File: config.mk
export PLATFORM = sky130hd
export DESIGN_NAME = reg_file_dump_flat
export DESIGN_NICKNAME = d
export VERILOG_FILES = /design/src/rtl/reg_file_dump_if.sv /design/src/rtl/reg_file_dump.sv /design/src/flat_wrapper.sv
export SDC_FILE = /design/constraint.sdc
export NUM_CORES = 1
export LEC_CHECK = 0
export BUFFER_PORTS_ARGS = -buffer_cell sky130_fd_sc_hd__buf_4
export CORE_ASPECT_RATIO = 1.4
export CORE_MARGIN = 5
export CORE_UTILIZATION = 54
export DETAILED_ROUTE_END_ITERATION = 10
export PLACE_DENSITY = 0.85
export SETUP_SLACK_MARGIN = 0.5
export SKIP_LAST_GASP = 1
export SLEW_MARGIN = 30
export SYNTH_ARGS = -nofsm -noshare
export SYNTH_HDL_FRONTEND = slang
export SYNTH_SLANG_ARGS = --single-unit
File: constraint.sdc
create_clock -name clk -period 2.9 [get_ports clk]
set_input_delay 0.145 -clock clk [delete_from_list [all_inputs] [get_ports clk]]
set_output_delay 0.145 -clock clk [all_outputs]
set_load 0.005 [all_outputs]
File: src/rtl/reg_file_dump_if.sv
// Word stream from the register-file dump sequencer to its consumer.
// Each word carries two packed register bytes plus the address of the low byte.
interface reg_file_dump_if #(
    parameter int ADDR_W = 4,
    parameter int DATA_W = 8
);
    logic                  out_valid;
    logic                  out_ready;
    logic [2*DATA_W-1:0]   out_data;
    logic [ADDR_W-1:0]     out_addr;
    logic                  out_single;
    logic                  out_last;

    modport master (
        output out_valid, out_data, out_addr, out_single, out_last,
        input  out_ready
    );

    modport slave (
        input  out_valid, out_data, out_addr, out_single, out_last,
        output out_ready
    );
endinterface

File: src/rtl/reg_file_dump.sv
// Read-side sequencer for the register file: walks an inclusive, wrapping
// address range two entries at a time and streams packed words out.
module reg_file_dump #(
    parameter int ADDR_W = 4,
    parameter int DATA_W = 8
) (
    input  logic                clk,
    input  logic                reset,
    input  logic                start,
    input  logic [ADDR_W-1:0]   first_addr,
    input  logic [ADDR_W-1:0]   last_addr,
    output logic [ADDR_W-1:0]   ra1,
    output logic [ADDR_W-1:0]   ra2,
    input  logic [DATA_W-1:0]   rd1,
    input  logic [DATA_W-1:0]   rd2,
    output logic                busy,
    output logic                done,
    reg_file_dump_if.master     dump
);
    localparam int REM_W = ADDR_W + 1;

    typedef enum logic [1:0] {IDLE, FETCH, SEND, DONE} state_t;

    state_t              state, state_nxt;
    logic [ADDR_W-1:0]   cur;
    logic [ADDR_W-1:0]   span;
    logic [REM_W-1:0]    rem, len, rem_step, rem_after;
    logic                xfer;

    // Range length wraps through the top of the file, so last < first is legal.
    assign span      = last_addr - first_addr;
    assign len       = {1'b0, span} + REM_W'(1);
    assign rem_step  = (rem >= REM_W'(2)) ? REM_W'(2) : rem;
    assign rem_after = rem - rem_step;
    assign xfer      = dump.out_valid && dump.out_ready;

    assign ra1  = cur;
    assign ra2  = cur + ADDR_W'(1);
    assign busy = (state == FETCH) || (state == SEND);
    assign done = (state == DONE);

    // NOTE: state is updated with <= so every flop samples pre-edge values.
    always_ff @(posedge clk) begin
        if (!reset) state <= IDLE;
        else        state <= state_nxt;
    end

    // NOTE: state_nxt gets a default before the case so no latch is inferred.
    always_comb begin
        state_nxt = state;
        case (state)
            IDLE:    if (start) state_nxt = FETCH;
            FETCH:   state_nxt = SEND;
            SEND:    if (xfer) state_nxt = (rem_after == '0) ? DONE : FETCH;
            DONE:    state_nxt = IDLE;
            default: state_nxt = IDLE;
        endcase
    end

    always_ff @(posedge clk) begin
        if (!reset) begin
            cur             <= '0;
            rem             <= '0;
            dump.out_valid  <= 1'b0;
            dump.out_data   <= '0;
            dump.out_addr   <= '0;
            dump.out_single <= 1'b0;
            dump.out_last   <= 1'b0;
        end else begin
            case (state)
                IDLE: begin
                    if (start) begin
                        cur <= first_addr;
                        rem <= len;
                    end
                end
                FETCH: begin
                    // Snapshot taken here; later register writes cannot disturb this word.
                    dump.out_data   <= (rem == REM_W'(1)) ? {{DATA_W{1'b0}}, rd1} : {rd2, rd1};
                    dump.out_addr   <= cur;
                    dump.out_single <= (rem == REM_W'(1));
                    dump.out_last   <= (rem <= REM_W'(2));
                    dump.out_valid  <= 1'b1;
                end
                SEND: begin
                    if (xfer) begin
                        dump.out_valid <= 1'b0;
                        rem            <= rem_after;
                        if (rem_after != '0) cur <= cur + ADDR_W'(2);
                    end
                end
                default: ;
            endcase
        end
    end
endmodule

File: src/flat_wrapper.sv
// flat-port wrapper written by rule: the top's interface ports become plain ports
module reg_file_dump_flat 
#(
    parameter int ADDR_W = 4,
    parameter int DATA_W = 8
)
  (clk, reset, start, first_addr, last_addr, ra1, ra2, rd1, rd2, busy, done, dump_out_valid, dump_out_data, dump_out_addr, dump_out_single, dump_out_last, dump_out_ready);
  reg_file_dump_if #(.ADDR_W(ADDR_W), .DATA_W(DATA_W)) dump_i ();
  input  logic clk;
  input  logic reset;
  input  logic start;
  input  logic [ADDR_W-1:0] first_addr;
  input  logic [ADDR_W-1:0] last_addr;
  output logic [ADDR_W-1:0] ra1;
  output logic [ADDR_W-1:0] ra2;
  input  logic [DATA_W-1:0] rd1;
  input  logic [DATA_W-1:0] rd2;
  output logic busy;
  output logic done;
  output wire logic [$bits(dump_i.out_valid)-1:0] dump_out_valid;
  output wire logic [$bits(dump_i.out_data)-1:0] dump_out_data;
  output wire logic [$bits(dump_i.out_addr)-1:0] dump_out_addr;
  output wire logic [$bits(dump_i.out_single)-1:0] dump_out_single;
  output wire logic [$bits(dump_i.out_last)-1:0] dump_out_last;
  input wire logic [$bits(dump_i.out_ready)-1:0] dump_out_ready;
  assign dump_out_valid = dump_i.out_valid;
  assign dump_out_data = dump_i.out_data;
  assign dump_out_addr = dump_i.out_addr;
  assign dump_out_single = dump_i.out_single;
  assign dump_out_last = dump_i.out_last;
  assign dump_i.out_ready = dump_out_ready;
  reg_file_dump #(.ADDR_W(ADDR_W), .DATA_W(DATA_W)) u_core (.clk(clk), .reset(reset), .start(start), .first_addr(first_addr), .last_addr(last_addr), .ra1(ra1), .ra2(ra2), .rd1(rd1), .rd2(rd2), .busy(busy), .done(done), .dump(dump_i));
endmodule
==> results.tsv <==
stage	metric	value	unit
status	status	finished, final reports clean	
floorplan	dieWidth	59.1	µm
floorplan	die-area	4650	µm²
synthesis	yosysUniqueCellTypes	50	
pwr	p_leak	1.09	nW
detailed_routing	wl_per_cell	14.6	µm
setup_path	r2r-start	u_core.rem[2]$_SDFFE_PN0P_	
synthesis	yosysTopAreaCell	dfxtp_1	
synthesis	avgSynthCellArea	8.93	µm²
clocking	clockBufferDepth	2	
timing	period_share	73.5	%
setup_path	r2r_end	u_core.ra1[2]$_SDFFE_PN0P_	
detailed_routing	initialDrtViolationCount	49	
timing	grt_setup_unrepaired	false	
timing	tns	0	ps
grt	grt_pass1_vias	1616	
synthesis	synth_seq_cells	34	
synthesis	synth_area	1820	µm²
synthesis	ys_async_sr_fraction	0	%
grt	grt_first_pass_wirelength	7440	µm
timing	slew_headroom	39.3	%
grt	antenna_found_initial	0	
placed_design	dp_hpwl	3320	µm
clocking	post_cts_buffers	0	
min_path	hp-start	rd2[0]	
synthesis	synthesis.yosys.warnings	0	
grt	track_usage	20.8	%
clocking	clock_latency	280	ps
detailed_routing	ant_nets	0	
final_layout	fill_cells	266	
clocking	cts_root_buffer	clkbuf_8	
clocking	htreeDepth	2	
detailed_routing	vias	1659	
synthesis	synth-seq-area-share	37.4	%
timing	hold_viol	0	
timing	layout_min_cycle_time	2130	ps
clocking	cts_tree	done	
setup_path	rrSetupSlack	770	ps
detailed_routing	post-route-drc-count	0	
floorplan	design.core.area	3320	µm²
timing	max_slew.worst_pin.slew	910	ps
detailed_routing	drt-total-wl	4440	µm
detailed_routing	viasPerCell	5.44	
clocking	clk_pin_slew	70	ps
timing	fmax	469	MHz
clocking	cts_made_buffers	5	
setup_path	cp-startpoint	u_core.rem[2]$_SDFFE_PN0P_	
timing	fin_skew	3.52	ps
synthesis	yosys.area.top_type_share	37.4	%
synthesis	synthCells	204	
clocking	cts_hold_buf	0	
setup_path	worstPathRequired	3080	ps
synthesis	synth.net_count	245	
grt	grt_max_degree	31	
setup_path	cp-start-kind	register	
placed_design	portBuffers	60	
setup_path	crit_arrival	2320	ps
pwr	power_density	614	nW/µm²
floorplan	rows	25	
placed_design	routabilityCongestion	0.847	
pwr	ir_drop	0.000430	V
clocking	cts_sinks	34	
final_layout	fin_nets	305	
run	drv_cap	0	
setup_path	endpoint	u_core.ra1[2]$_SDFFE_PN0P_	
final_layout	multi_input_area	1050	µm²
detailed_routing	drt_pass1_iterations	4	
floorplan	initial_core_util	54.9	%
synthesis	synth.top_cells.by_area	dfxtp_1, ha_1, mux2i_1	
setup_path	reg2regPathDepth	7	
final_layout	drive_above_1_share	29.1	%
final_layout	syn_to_final_growth	31.5	%
timing	hold_ws	89.3	ps
final_layout	num_antenna_cells	0	
final_layout	regArea	681	µm²
synthesis	ys.flop_type	dfxtp_1	
setup_path	crit_path_end_kind	register	
synthesis	synth-edff-count	0	
timing	finalMaxSlewViolations	0	
setup_path	worstSetupPathType	reg -> reg	
floorplan	io_pins	61	
setup_path	cp_max_fo	10	
floorplan	die_h	78.7	µm
timing	setup_violations	0	
clocking	postCtsResizedCells	0	
grt	overflow	0	
min_path	min-delay-path-class	in -> reg	
==> per-stage QoR <==
stage | area, µm² | worst slack [ps] | total power [mW] | utilization, % | instances
final | 2390 | 770 | 1.47 | 72.2 | 305
after global routing | 2390 | 547 | 1.58 | 72.2 | 305
after CTS | 2390 | 784 | 1.48 | 72.2 | 305
after detailed placement | 2300 | 808 | 1.12 | 69.5 | 297
after global placement | 2300 | 852 | 1.11 | 69.5 | 297
after floorplan | 1820 | 924 | 0.928 | - | 204
==> cells in the mapped netlist, types with 2 or more instances <==
| cell | number |
|---|---|
| a211oi_1 | 3 |
| a21o_1 | 2 |
| a21oi_1 | 15 |
| a221oi_1 | 2 |
| a22oi_1 | 2 |
| clkbuf_1 | 8 |
| dfxtp_1 | 34 |
| ha_1 | 12 |
| inv_1 | 13 |
| mux2i_1 | 14 |
| nand2_1 | 11 |
| nor2_1 | 26 |
| nor2b_1 | 11 |
| nor3_1 | 3 |
| nor3b_1 | 2 |
| o21ai_0 | 6 |
| or2_2 | 3 |
| xnor2_1 | 5 |
==> cell usage in the layout (no fill, tap or decap), types with 2 or more instances in the layout <==
cell type / netlist / routed
buf_4: 1 / 63
dfxtp_1: 34 / 34
nor2_1: 26 / 26
a21oi_1: 15 / 15
mux2i_1: 14 / 14
inv_1: 13 / 13
ha_1: 12 / 12
nand2_1: 11 / 11
nor2b_1: 11 / 11
o21ai_0: 6 / 6
clkbuf_8: 0 / 6
xnor2_1: 5 / 5
nor3_1: 3 / 3
or2_2: 3 / 3
a211oi_1: 3 / 3
a22oi_1: 2 / 2
a21o_1: 2 / 2
nor3b_1: 2 / 2
a221oi_1: 2 / 2
==> state kept, by name (all words and copies together), names as in the netlist <==
| register | flops |
|---|---|
| u_core.dump.out_addr | 4 |
| u_core.dump.out_data | 16 |
| u_core.dump.out_last | 1 |
| u_core.dump.out_single | 1 |
| u_core.dump.out_valid | 1 |
| u_core.ra1 | 4 |
| u_core.rem | 5 |
| u_core.state | 2 |
==> worst max-delay path, cell delays in order (launching register included) <==
cell and delay [ps]:
dfxtp_1 510, nor3_1 110, or2_2 290, ha_1 250, nor2b_1 160, a22oi_1 310, o21ai_0 140, a221oi_1 280
==> layout make-up <==
type	count	area share, %
clock buffer	7	3.61
clock inverter	1	0.209
inverter	14	2.19
multi-input combinational	146	43.7
sequential	34	28.4
tap	40	2.09
timing repair buffer	63	19.7
==> routing by layer <==
layer	vias to the layer above	global-route usage [%]	wire, µm
li1	827	-	-
met1	770	24.6	1740
met2	54	33.7	2300
met3	8	6.83	317
met4	0	8.84	84
met5	-	0	0
==> worst min-delay path by stage <==
stage	to	slack (ps)	depth (start not counted)
after floorplan	u_core.state[0]$_SDFFE_PN0P_	270	1
after global placement	u_core.dump.out_data[8]$_SDFFE_PN0P_	370	3
after detailed placement	u_core.dump.out_data[9]$_SDFFE_PN0P_	380	3
after CTS	u_core.dump.out_data[8]$_SDFFE_PN0P_	80	3
after global routing	u_core.dump.out_data[9]$_SDFFE_PN0P_	80	3
final	u_core.dump.out_data[8]$_SDFFE_PN0P_	90	3
==> kinds of logic (layout without fill, tap and decap cells) <==
kind of cell | Yosys count | in the layout | share of synthesized area, %
compound gates | 46 | 46 | 18.6
other cells | 1 | 1 | 0.206
buf+inv | 24 | 85 | 5.15
mux | 14 | 14 | 7.69
simple gates | 65 | 65 | 17.5
flops | 34 | 34 | 37.4
xor+xnor | 7 | 7 | 4.12
fa+ha+maj | 13 | 13 | 9.34
==> where the power goes <==
part | switching, mW | internal (mW) | leakage [nW] | total, mW
logic | 0.254 | 0.268 | 0.765 | 0.522
registers | 0.0642 | 0.527 | 0.278 | 0.591
clock network | 0.167 | 0.191 | 0.0482 | 0.358
total | 0.485 | 0.986 | 1.09 | 1.47
Power figures use the tool's default switching activity.
